==> src/rtl/move_history.sv <==
// Move log for a board game: circular buffer of recent moves with a registered
// random-access read port and a multi-cycle "undo back to player X" sequencer.
module move_history #(
    parameter int COORD_W  = 3,
    parameter int DEPTH    = 64,
    parameter int PLAYER_W = 1
) (
    input  logic                       i_clk,
    input  logic                       i_rst_n,
    input  logic                       i_clear,
    input  logic                       i_push,
    input  logic [COORD_W-1:0]         i_row,
    input  logic [COORD_W-1:0]         i_col,
    input  logic [PLAYER_W-1:0]        i_player,
    input  logic                       i_pass,
    input  logic                       i_undo,
    input  logic [PLAYER_W-1:0]        i_undo_player,
    input  logic [$clog2(DEPTH)-1:0]   i_rd_idx,
    output logic                       o_rd_valid,
    output logic [COORD_W-1:0]         o_rd_row,
    output logic [COORD_W-1:0]         o_rd_col,
    output logic [PLAYER_W-1:0]        o_rd_player,
    output logic                       o_rd_pass,
    output logic                       o_pop_valid,
    output logic [COORD_W-1:0]         o_pop_row,
    output logic [COORD_W-1:0]         o_pop_col,
    output logic [PLAYER_W-1:0]        o_pop_player,
    output logic                       o_pop_pass,
    output logic                       o_busy,
    output logic                       o_undo_done,
    output logic                       o_undo_fail,
    output logic [$clog2(DEPTH):0]     o_count,
    output logic                       o_wrapped
);

    localparam int AW = $clog2(DEPTH);
    localparam int CW = AW + 1;
    localparam logic [CW-1:0] FULL = CW'(DEPTH);

    typedef struct packed {
        logic [COORD_W-1:0]  row;
        logic [COORD_W-1:0]  col;
        logic [PLAYER_W-1:0] player;
        logic                pass;
    } entry_t;

    typedef enum logic [1:0] {IDLE, POP, FIN} state_t;

    state_t              state, state_nxt;
    entry_t              mem [DEPTH];
    logic [AW-1:0]       wr_ptr, wr_ptr_nxt, pop_addr, rd_addr;
    logic [CW-1:0]       count_nxt;
    logic [PLAYER_W-1:0] undo_player_q;
    entry_t              wr_entry, pop_entry, rd_entry;
    logic                push_acc, undo_acc, pop_match, pop_last, rd_valid_nxt;

    always_comb begin
        push_acc         = i_push && !i_undo && !i_clear && (state == IDLE);
        undo_acc         = i_undo && !i_clear && (state == IDLE);
        wr_entry.row     = i_pass ? '0 : i_row;
        wr_entry.col     = i_pass ? '0 : i_col;
        wr_entry.player  = i_player;
        wr_entry.pass    = i_pass;
        pop_addr         = wr_ptr - AW'(1);
        pop_entry        = mem[pop_addr];
        pop_match        = (pop_entry.player == undo_player_q);
        pop_last         = (o_count == CW'(1));
    end

    // Pointer/count after this edge; the read port addresses from these so a
    // same-edge push or pop is already visible (write-first).
    always_comb begin
        wr_ptr_nxt = wr_ptr;
        count_nxt  = o_count;
        if (i_clear) begin
            wr_ptr_nxt = '0;
            count_nxt  = '0;
        end else if (push_acc) begin
            wr_ptr_nxt = wr_ptr + AW'(1);
            if (o_count != FULL)
                count_nxt = o_count + CW'(1);
        end else if (state == POP) begin
            wr_ptr_nxt = pop_addr;
            count_nxt  = o_count - CW'(1);
        end
        rd_addr      = wr_ptr_nxt - AW'(1) - i_rd_idx;
        rd_entry     = (push_acc && (rd_addr == wr_ptr)) ? wr_entry : mem[rd_addr];
        rd_valid_nxt = ({1'b0, i_rd_idx} < count_nxt);
    end

    always_ff @(posedge i_clk) begin
        if (push_acc)
            mem[wr_ptr] <= wr_entry;
    end

    always_ff @(posedge i_clk) begin
        if (!i_rst_n)
            state <= IDLE;
        else
            state <= state_nxt;
    end

    always_comb begin
        state_nxt = state;
        if (i_clear) begin
            state_nxt = IDLE;
        end else begin
            unique case (state)
                IDLE:    if (undo_acc && (o_count != '0)) state_nxt = POP;
                POP:     if (pop_match || pop_last)       state_nxt = FIN;
                FIN:     state_nxt = IDLE;
                default: state_nxt = IDLE;
            endcase
        end
    end

    always_comb begin
        o_busy = (state != IDLE);
    end

    always_ff @(posedge i_clk) begin
        if (!i_rst_n) begin
            wr_ptr        <= '0;
            o_count       <= '0;
            o_wrapped     <= 1'b0;
            undo_player_q <= '0;
            o_pop_valid   <= 1'b0;
            o_pop_row     <= '0;
            o_pop_col     <= '0;
            o_pop_player  <= '0;
            o_pop_pass    <= 1'b0;
            o_undo_done   <= 1'b0;
            o_undo_fail   <= 1'b0;
            o_rd_valid    <= 1'b0;
            o_rd_row      <= '0;
            o_rd_col      <= '0;
            o_rd_player   <= '0;
            o_rd_pass     <= 1'b0;
        end else begin
            wr_ptr       <= wr_ptr_nxt;
            o_count      <= count_nxt;
            o_pop_valid  <= 1'b0;
            o_pop_row    <= '0;
            o_pop_col    <= '0;
            o_pop_player <= '0;
            o_pop_pass   <= 1'b0;
            o_undo_done  <= 1'b0;
            o_undo_fail  <= 1'b0;
            if (i_clear) begin
                o_wrapped <= 1'b0;
            end else begin
                if (push_acc && (o_count == FULL))
                    o_wrapped <= 1'b1;
                if (undo_acc) begin
                    undo_player_q <= i_undo_player;
                    if (o_count == '0)
                        o_undo_fail <= 1'b1;
                end
                if (state == POP) begin
                    o_pop_valid  <= 1'b1;
                    o_pop_row    <= pop_entry.row;
                    o_pop_col    <= pop_entry.col;
                    o_pop_player <= pop_entry.player;
                    o_pop_pass   <= pop_entry.pass;
                    if (pop_match)
                        o_undo_done <= 1'b1;
                    else if (pop_last)
                        o_undo_fail <= 1'b1;
                end
            end
            o_rd_valid  <= rd_valid_nxt;
            o_rd_row    <= rd_valid_nxt ? rd_entry.row    : '0;
            o_rd_col    <= rd_valid_nxt ? rd_entry.col    : '0;
            o_rd_player <= rd_valid_nxt ? rd_entry.player : '0;
            o_rd_pass   <= rd_valid_nxt ? rd_entry.pass   : 1'b0;
        end
    end

endmodule

==> config.mk <==
export PLATFORM = sky130hd
export DESIGN_NAME = move_history
export DESIGN_NICKNAME = d
export VERILOG_FILES = /design/src/rtl/move_history.sv
export SDC_FILE = /design/constraint.sdc
export NUM_CORES = 1
export LEC_CHECK = 0
export CAP_MARGIN = 20
export CORE_ASPECT_RATIO = 1.4
export CORE_MARGIN = 2
export CORE_UTILIZATION = 35
export CTS_CLUSTER_DIAMETER = 60
export DETAILED_ROUTE_END_ITERATION = 6
export GPL_TIMING_DRIVEN = 0
export REMOVE_ABC_BUFFERS = 1
export SKIP_CTS_REPAIR_TIMING = 1
export SYNTH_ARGS = -nofsm -noshare
export SYNTH_HDL_FRONTEND = slang
export SYNTH_SLANG_ARGS = --single-unit
==> constraint.sdc <==
create_clock -name i_clk -period 4.95 [get_ports i_clk]
set_input_delay 0.495 -clock i_clk [delete_from_list [all_inputs] [get_ports i_clk]]
set_output_delay 0.495 -clock i_clk [all_outputs]
set_load 0.005 [all_outputs]
==> impl_metrics.tcl <==
set metrics [dict create \
    status "finished clean" \
    min_path_type "input port to flip-flop" \
    layout.nets 1482 \
    rr_worst_depth 14 \
    drv_cap 0 \
    area_growth_syn_to_layout_pct 14.9 \
    timing.final.ws_setup_ns 0.0800 \
    die_y_um 328 \
    track_usage_pct 17.9 \
    yosysTopAreaCell "edfxtp_1" \
    whs_ns 0.438 \
    hold_viol 0 \
    synth-seq-area-share_pct 61.3 \
    start_util_pct 35.5 \
    cp.depth 14 \
    clockBufferDepth 3 \
    cts_root_buffer "clkbuf_16" \
    detailed_place_hpwl_mm 47.8 \
    setup-violations-final 0 \
    min_path_cells 1 \
    power_w 0.0102 \
    yosys.area.top_type_share_pct 58.5 \
    crit_buf_inv 3 \
    yosys_register_bits 549 \
    crit_family "compound AO/OA/AOI/OAI gates" \
    async_flop_share_pct 0 \
    timing.slew.headroom_pct 21.0 \
    grt_pass1_wl_mm 102 \
    cts_sinks 549 \
    drc 0 \
    finalMaxSlewViolations 0 \
    drtIter0Drc 1382 \
    p_per_area_nw_per_um2 339 \
    finalClockSkew_ns 0.0291 \
    n_antenna_cell 0 \
    place.gp.congestion 0.824 \
    fillCellCount 6529 \
    path_cells "inv_1 > ha_4 > buf_12 > a211oi_1 > a211oi_2 > ha_1 > a211oi_2 > or2_4 > nand2_8 > buf_12 > mux4_2 > nor2_1 > a2111oi_0 > o311a_1" \
    io_pins 49 \
    final_cells 2450 \
    critPathSlowestCell "a2111oi_0" \
    fin_crit_sh_pct 98.4 \
    cp-start-kind "flip-flop" \
    gr-usage-met3_pct 2.45 \
    p_leak_nw 9.26 \
    pre_cts_slack_ns -1.88 \
    crit_path_start "wr_ptr[1]" \
    wirelength_mm 70.6 \
    syn_area_um2 26300 \
    io_buffers 48 \
    reg2reg_slack_ns 0.08 \
    grtUsageMet2_pct 31.7 \
    drive_gt1_share_pct 31.9 \
    antenna_found_initial 3 \
    cp.arrival_ns 5.39 \
    die_w_um 236 \
    worstPathMaxFanout 29 \
    final_common_cell "edfxtp_1" \
    insertion_delay_ns 0.61 \
    avgViaCountPerCell 5.90 \
    slowest_delay_ns 0.88 \
    crit_type "flip-flop to flip-flop" \
    grt_max_degree 50 \
    gr-usage-met1_pct 22.1 \
    synth_edf_count 512 \
    via_count 14500 \
    dr.pass1.iters 5 \
    grt-busiest-layer "met2" \
    clk_pin_slew_worst_paths_ns 0.06 \
    synth_ff_type "edfxtp_1" \
    mostFrequentLayoutCells "edfxtp_1, mux4_2, nor2_1, clkbuf_16" \
    cp.required_ns 5.47 \
    synth_area_leaders "edfxtp_1, mux4_2, dfxtp_1" \
    dp.cells 2337 \
    irDropWorstVdd_mv 0.219 \
    die_area_um2 77300 \
    fmax_mhz 205 \
    tightest_slew_ns 1.18 \
    cts_tree "built" \
    reg2reg_from "wr_ptr[1]" \
    min_period_ns 4.87 \
    syn_inst 1395 \
    cts_buffers 54 \
    synth_cell_type_count 77 \
    crit_path_end_kind "flip-flop" \
    routedWlPerCell_um 28.8 \
    cts_max_level 2 \
    grt-ovfl-total 0 \
    core_area_um2 74100 \
    grt_pass1_vias 14700 \
    min_from "i_pass" \
    postRouteAntennaNets 0 \
    finalSetupTns_ns 0 \
    postSynthAreaPerCell_um2 18.8 \
    num_rows 118 \
    ys_warn_count 0 \
]
## cell families after synthesis
group                    Yosys count  share of synthesized area [%]
XOR/XNOR                          24                          0.886
adder cells (fa/ha/maj)           16                          0.790
flip-flops                       549                           61.3
multiplexers                     340                           27.2
AO/OA/AOI/OAI                    103                           2.91
AND/OR/NAND/NOR                  251                           4.62
buffers and inverters            112                           2.23
## through the flow
| step | instance area (um^2) | utilization [%] |
|---|---|---|
| after floorplan | 25700 | - |
| after global placement | 27400 | 37.0 |
| after detailed placement | 28200 | 38.1 |
| after CTS | 30000 | 40.4 |
| after global routing | 30200 | 40.7 |
| final | 30200 | 40.7 |
## power breakdown
| group | switching, W | internal (W) | total, W | leakage [nW] |
|---|---|---|---|---|
| Clock | 0.00178 | 0.00225 | 0.00403 | 0.834 |
| Sequential | 0.00000776 | 0.00507 | 0.00508 | 4.96 |
| Combinational | 0.000611 | 0.000515 | 0.00113 | 3.47 |
## metal layers
layer | wire (um) | share of wire (%)
met2 | 36700 | 52
met5 | 28 | 0.040
met1 | 26300 | 37
met3 | 4640 | 6.6
met4 | 3050 | 4.3
## area by class of cell
| class | count | area, um^2 | share of cell area (%) |
|---|---|---|---|
| multi-input combinational | 735 | 9790 | 32.4 |
| timing repair buffer | 93 | 1290 | 4.29 |
| tap | 960 | 1200 | 3.98 |
| inverter | 13 | 48.8 | 0.162 |
| sequential | 549 | 16100 | 53.4 |
| clock inverter | 37 | 279 | 0.924 |
| clock buffer | 63 | 1450 | 4.80 |
## cells in the mapped netlist (11+ instances only)
| cell | n |
|---|---|
| edfxtp_1 | 512 |
| mux4_2 | 294 |
| nor2_1 | 103 |
| nand2_1 | 46 |
| clkbuf_1 | 43 |
| dfxtp_1 | 37 |
| buf_2 | 34 |
| mux2i_1 | 32 |
| a21oi_1 | 20 |
| ha_1 | 15 |
| a211oi_1 | 14 |
| nor2b_1 | 14 |
| inv_1 | 13 |
| nand2b_1 | 13 |
| nand3_1 | 13 |
| o21ai_0 | 13 |
| xnor2_1 | 13 |
| nor3_1 | 12 |
| and2_1 | 11 |
## final timing paths
kind | to
worst max-delay path | o_rd_col[1]
worst min register to register | o_wrapped
worst max register to register | o_rd_col[1]
worst min-delay path | mem[42][0]
## flip-flops by register name (all words and copies together), names as in the netlist
signal         cells
mem              512
o_count            7
wr_ptr             6
o_pop_col          3
o_pop_row          3
o_rd_col           3
o_rd_row           3
state              2
o_pop_pass         1
o_pop_player       1
o_pop_valid        1
o_rd_pass          1
o_rd_player        1
o_rd_valid         1
o_undo_done        1
o_undo_fail        1
o_wrapped          1
undo_player_q      1
No activity file was read; power rests on OpenSTA's default activity.
